## config.mk

```make
export PLATFORM = sky130hd
export DESIGN_NAME = seg7_scan_driver
export DESIGN_NICKNAME = d
export VERILOG_FILES = /design/src/rtl/seg7_pkg.sv /design/src/rtl/bcd_to_seg7.sv /design/src/rtl/seg7_scan_driver.sv
export SDC_FILE = /design/constraint.sdc
export NUM_CORES = 1
export LEC_CHECK = 0
export CAP_MARGIN = 20
export CORE_ASPECT_RATIO = 0.5
export CORE_UTILIZATION = 60
export CTS_CLUSTER_DIAMETER = 120
export DETAILED_ROUTE_END_ITERATION = 10
export PLACE_DENSITY = 0.83
export RECOVER_POWER = 100
export SLEW_MARGIN = 25
export SYNTH_ARGS = -nofsm -noshare
export SYNTH_HDL_FRONTEND = slang
export SYNTH_SLANG_ARGS = --single-unit
```

## constraint.sdc

```tcl
create_clock -name clk -period 4.2 [get_ports clk]
set_input_delay 0.84 -clock clk [delete_from_list [all_inputs] [get_ports clk]]
set_output_delay 0.84 -clock clk [all_outputs]
set_load 0.005 [all_outputs]
```

## src/rtl/seg7_pkg.sv

```systemverilog
// Shared constants for the 7-segment scan driver: active-low glyphs {g,f,e,d,c,b,a}
// and the digit-index type used to walk the four display positions.
package seg7_pkg;

    localparam logic [6:0] SEG_0    = 7'h40;
    localparam logic [6:0] SEG_1    = 7'h79;
    localparam logic [6:0] SEG_2    = 7'h24;
    localparam logic [6:0] SEG_3    = 7'h30;
    localparam logic [6:0] SEG_4    = 7'h19;
    localparam logic [6:0] SEG_5    = 7'h12;
    localparam logic [6:0] SEG_6    = 7'h02;
    localparam logic [6:0] SEG_7    = 7'h78;
    localparam logic [6:0] SEG_8    = 7'h00;
    localparam logic [6:0] SEG_9    = 7'h10;
    localparam logic [6:0] SEG_DASH = 7'h3F;
    localparam logic [6:0] SEG_OFF  = 7'h7F;

    // Index order matches the anode numbering: an[0] is minute ones, an[3] is hour tens.
    typedef enum logic [1:0] {
        DIG_M0 = 2'd0,
        DIG_M1 = 2'd1,
        DIG_H0 = 2'd2,
        DIG_H1 = 2'd3
    } digit_t;

endpackage

```

## src/rtl/bcd_to_seg7.sv

```systemverilog
// Combinational BCD to active-low 7-segment glyph; non-decimal codes show a dash.
module bcd_to_seg7
    import seg7_pkg::*;
(
    input  logic [3:0] bcd,
    output logic [6:0] glyph
);

    always_comb begin
        glyph = SEG_DASH;
        case (bcd)
            4'd0:    glyph = SEG_0;
            4'd1:    glyph = SEG_1;
            4'd2:    glyph = SEG_2;
            4'd3:    glyph = SEG_3;
            4'd4:    glyph = SEG_4;
            4'd5:    glyph = SEG_5;
            4'd6:    glyph = SEG_6;
            4'd7:    glyph = SEG_7;
            4'd8:    glyph = SEG_8;
            4'd9:    glyph = SEG_9;
            default: glyph = SEG_DASH;
        endcase
    end

endmodule

```

## src/rtl/seg7_scan_driver.sv

```systemverilog
// Time-multiplexed common-anode 4-digit display driver with per-frame snapshot,
// anti-ghost guard and alarm blink. Optional macro: LEADING_ZERO_BLANK_EN.
module seg7_scan_driver
    import seg7_pkg::*;
#(
    parameter int REFRESH_DIV = 2500,
    parameter int GUARD       = 8,
    parameter int BLINK_DIV   = 500000
) (
    input  logic       clk,
    input  logic       reset,
    input  logic [1:0] H_in1,
    input  logic [3:0] H_in0,
    input  logic [3:0] M_in1,
    input  logic [3:0] M_in0,
    input  logic       alarm_on,
    input  logic       blank,
    output logic [6:0] seg,
    output logic       dp,
    output logic [3:0] an
);

    localparam int PW = $clog2(REFRESH_DIV + 1);
    localparam int BW = $clog2(BLINK_DIV + 1);

    logic [PW-1:0]   presc;
    digit_t          idx;
    logic [3:0][3:0] snap;
    logic            snap_pending;
    logic [BW-1:0]   blink_cnt;
    logic            blink_off;

    logic [3:0][3:0] live;
    logic [3:0][3:0] cur;
    logic [3:0]      digit;
    logic [6:0]      glyph;
    logic            presc_wrap;
    logic            frame_wrap;
    logic            blink_wrap;
    logic            blink_dark;
    logic            lead_dark;
    logic [3:0]      an_next;
    logic            dp_next;

    bcd_to_seg7 u_decode (
        .bcd   (digit),
        .glyph (glyph)
    );

    // Right after reset the snapshot register is still stale, so the live inputs are
    // shown directly for that one cycle while they are being captured.
    always_comb begin
        live       = {{2'b00, H_in1}, H_in0, M_in1, M_in0};
        cur        = snap_pending ? live : snap;
        digit      = cur[idx];
        presc_wrap = (presc == PW'(REFRESH_DIV - 1));
        frame_wrap = presc_wrap && (idx == DIG_H1);
        blink_wrap = alarm_on && (blink_cnt == BW'(BLINK_DIV - 1));
        blink_dark = alarm_on && blink_off;
`ifdef LEADING_ZERO_BLANK_EN
        lead_dark  = (idx == DIG_H1) && (cur[3] == 4'd0);
`else
        lead_dark  = 1'b0;
`endif
        an_next = (presc < PW'(GUARD)) ? 4'hF : ~(4'b0001 << idx);
        if (blank || blink_dark || lead_dark) begin
            an_next = 4'hF;
        end
        dp_next = ~((an_next != 4'hF) && (idx == DIG_H0));
    end

    always_ff @(posedge clk) begin
        if (reset) begin
            presc        <= '0;
            idx          <= DIG_M0;
            snap         <= '0;
            snap_pending <= 1'b1;
            blink_cnt    <= '0;
            blink_off    <= 1'b0;
            seg          <= SEG_OFF;
            dp           <= 1'b1;
            an           <= 4'hF;
        end else begin
            snap_pending <= 1'b0;
            if (snap_pending || frame_wrap) begin
                snap <= live;
            end

            if (presc_wrap) begin
                presc <= '0;
                idx   <= digit_t'(idx + 2'd1);
            end else begin
                presc <= presc + PW'(1);
            end

            // Dropping the alarm parks the blink so the next alarm begins lit.
            if (!alarm_on) begin
                blink_cnt <= '0;
                blink_off <= 1'b0;
            end else if (blink_wrap) begin
                blink_cnt <= '0;
                blink_off <= ~blink_off;
            end else begin
                blink_cnt <= blink_cnt + BW'(1);
            end

            seg <= glyph;
            dp  <= dp_next;
            an  <= an_next;
        end
    end

endmodule
```

==> results.ini <==
[timing]
max_freq_ghz=0.346
slew_violations=15
whs_ps=469
tightest_slew_ps=1760
relSlewSlack_pct=-17.3
finalCritPeriodShare_pct=68.9
final.setup.tns_ps=0
rsz0062_at_grt=no
finalHoldViolCount=0
post-route-min-period_ps=2890
fin_ws_ps=1310
setup_viol=0
fin_skew_ps=8.71

[setup_path]
cp_cell_sequence=dlygate4sd3_1, clkbuf_1, inv_1, nand2_1, or2_2, nor2_1
cpPeakStageDelay_ps=750
crit_required_ps=4410
cp_slowest_cell=clkbuf_1
crit_fanout=23
path_class=primary input to flop
start_kind=primary input
worstPathArrival_ps=3100
cp-end-kind=flop

[power]
seqPwrFrac_pct=50.1
pwr-share-clk_pct=41.2
power_density_nw_per_um2=379
ir_drop_mv=0.264
switchingPower_uw=277
swShare_pct=22.7
p_leak_uw=0.00124
p_int_uw=940
power_frac_comb_pct=8.7

[yosys]
synth_nets=316
netlist_instances=287
synth_area_um2=2730
avgSynthCellArea_um2=9.51
yosysWarnings=0
synth-seq-cells=61
ys_seq_area_share_pct=44.7
yosysUniqueCellTypes=39

[layout]
insertedDiodeCount=0
layout_common_cells=62 x nor2_1, 61 x dfxtp_1, 18 x mux2i_1, 18 x xor2_1, 17 x nand2_1
drive_above_1_share_pct=7.69
finalNetCount=349
fin_area_um2=3210
area_growth_pct=17.7
fin_cells=379
final_common_cell=nor2_1

[drt]
drt_iter0_markers=181
highest_layer=met4
drtPass1Iterations=4
route.met2.wl_um=2580
drc=0
postRouteAntennaNets=0
vias=2097
totalWireLength_um=5430
dr_wl_met3_um=237
vias_per_cell=5.53
routedWlPerCell_um=14.3
drt-met1-wl_um=2530

[cts]
insertion_delay_ps=340
postCtsHoldBufs=0
h-tree-depth=3
cts_sinks=61
max-clock-path-buffers=2
cts_tree=built
cts_resized=0
postCtsSetupBuffers=0
clkTransAtPathRegs_ps=60
cts-root-buf=clkbuf_8
cts_buffers=9

[grt]
grt_pass1_vias=2009
grt_pass1_wl_um=9190
grtUsageTotal_pct=24.7
antenna_found_initial=0
grt_max_degree=24
grt_overflow=0

[place]
portBuffers=29
gp_congestion=0.836
place_area_um2=3060
pre_cts_ws_ps=1320
place_inst=363
dp_hpwl_um=3920

[hold_path]
hold_path.class=flop to flop

[floorplan]
core-area_um2=4120
std_cell_rows=16
die_w_um=97.4
die_h_um=49.7
die_area_um2=4840
start_util_pct=66.2
pin_count=30

[run]
drv_cap=1

[outcome]
status=finished, violations left
violations=max-capacitance violations, max-slew violations

sequential cells by signal, indices dropped and copies added, names as in the netlist:
signal,count
blink_cnt,19
snap,14
presc,12
seg,7
an,4
idx,2
blink_off,1
dp,1
snap_pending,1
metal layers:
layer  vias to the layer above  global-route usage, %
met3                        11                   7.94
met1                      1003                   30.7
met5                         -                      0
met4                         0                   9.07
met2                        43                   40.9
li1                       1040                      -
worst max-delay path: cells and delay by family:
family	cells	cell delay (ps)
buffers and inverters	3	1610
and+or+nand+nor	3	650
power groups by stage:
stage / Sequential, µW / Combinational, µW / Clock, µW
after global placement: 622 / 105 / 0
after global routing: 612 / 116 / 540
after detailed placement: 623 / 109 / 0
final: 609 / 106 / 501
after floorplan: 619 / 64.4 / 0
after CTS: 610 / 109 / 509
synthesized netlist by cell type:
| master | n | area [µm²] |
|---|---|---|
| nor2_1 | 62 | 233 |
| dfxtp_1 | 61 | 1220 |
| mux2i_1 | 18 | 180 |
| xor2_1 | 18 | 158 |
| nand2_1 | 17 | 63.8 |
| nand3_1 | 12 | 60.1 |
| ha_1 | 11 | 138 |
| xnor2_1 | 11 | 96.3 |
| inv_1 | 10 | 37.5 |
| o21ai_0 | 8 | 40.0 |
| nand4_1 | 6 | 37.5 |
| clkbuf_1 | 5 | 18.8 |
| mux4_2 | 5 | 113 |
| nor3_1 | 5 | 25.0 |
| a21oi_1 | 3 | 15.0 |
| a22oi_1 | 3 | 22.5 |
| mux2_2 | 3 | 33.8 |
| or2_2 | 3 | 18.8 |
| and2_1 | 2 | 12.5 |
| and3_1 | 2 | 12.5 |
| and4_1 | 2 | 17.5 |
| buf_2 | 2 | 10.0 |
| nor4b_1 | 2 | 17.5 |
| a2111oi_0 | 1 | 8.76 |
| a21oi_4 | 1 | 16.3 |
| a22o_1 | 1 | 8.76 |
| a32oi_1 | 1 | 8.76 |
| buf_1 | 1 | 3.75 |
| buf_6 | 1 | 11.3 |
| clkinv_1 | 1 | 3.75 |
| nand2b_1 | 1 | 6.26 |
| nand4b_1 | 1 | 8.76 |
| nor2b_1 | 1 | 6.26 |
| nor3b_1 | 1 | 7.51 |
| nor4_4 | 1 | 21.3 |
| o211a_1 | 1 | 10.0 |
| o2bb2ai_1 | 1 | 8.76 |
| or4_1 | 1 | 7.51 |
| or4_4 | 1 | 11.3 |
final timing paths:
path	from	to	slack, ps	depth (start not counted)
worst min-delay path	presc[0]	presc[0]	470	1
worst max register to register	presc[5]	snap[4]	1350	5
worst max-delay path	reset	blink_cnt[9]	1310	6
worst min register to register	presc[0]	presc[0]	470	1
layout make-up:
cell class | instances | area [µm²]
multi-input combinational | 206 | 1390
sequential | 61 | 1220
fill | 279 | 911
timing repair buffer | 31 | 298
clock buffer | 11 | 141
tap | 54 | 67.6
clock inverter | 5 | 50.0
inverter | 11 | 41.3
through the flow:
stage          util [%]  power, µW
6_report           77.9       1220
5_1_grt            77.9       1270
4_1_cts            78.8       1230
3_5_place_dp       74.2        731
3_3_place_gp       74.2        727
2_1_floorplan         -        684
kinds of logic after synthesis:
group / after synthesis / share of synthesized area (%)
and+or+nand+nor: 120 / 20.8
DFF: 61 / 44.7
xor gates and xnor gates: 29 / 9.30
muxes: 26 / 12.0
AOI/OAI and AO/OA: 20 / 5.09
buffers and inverters: 20 / 3.12
adders and majority gates: 11 / 5.04
(Power assumes the default switching activity.)
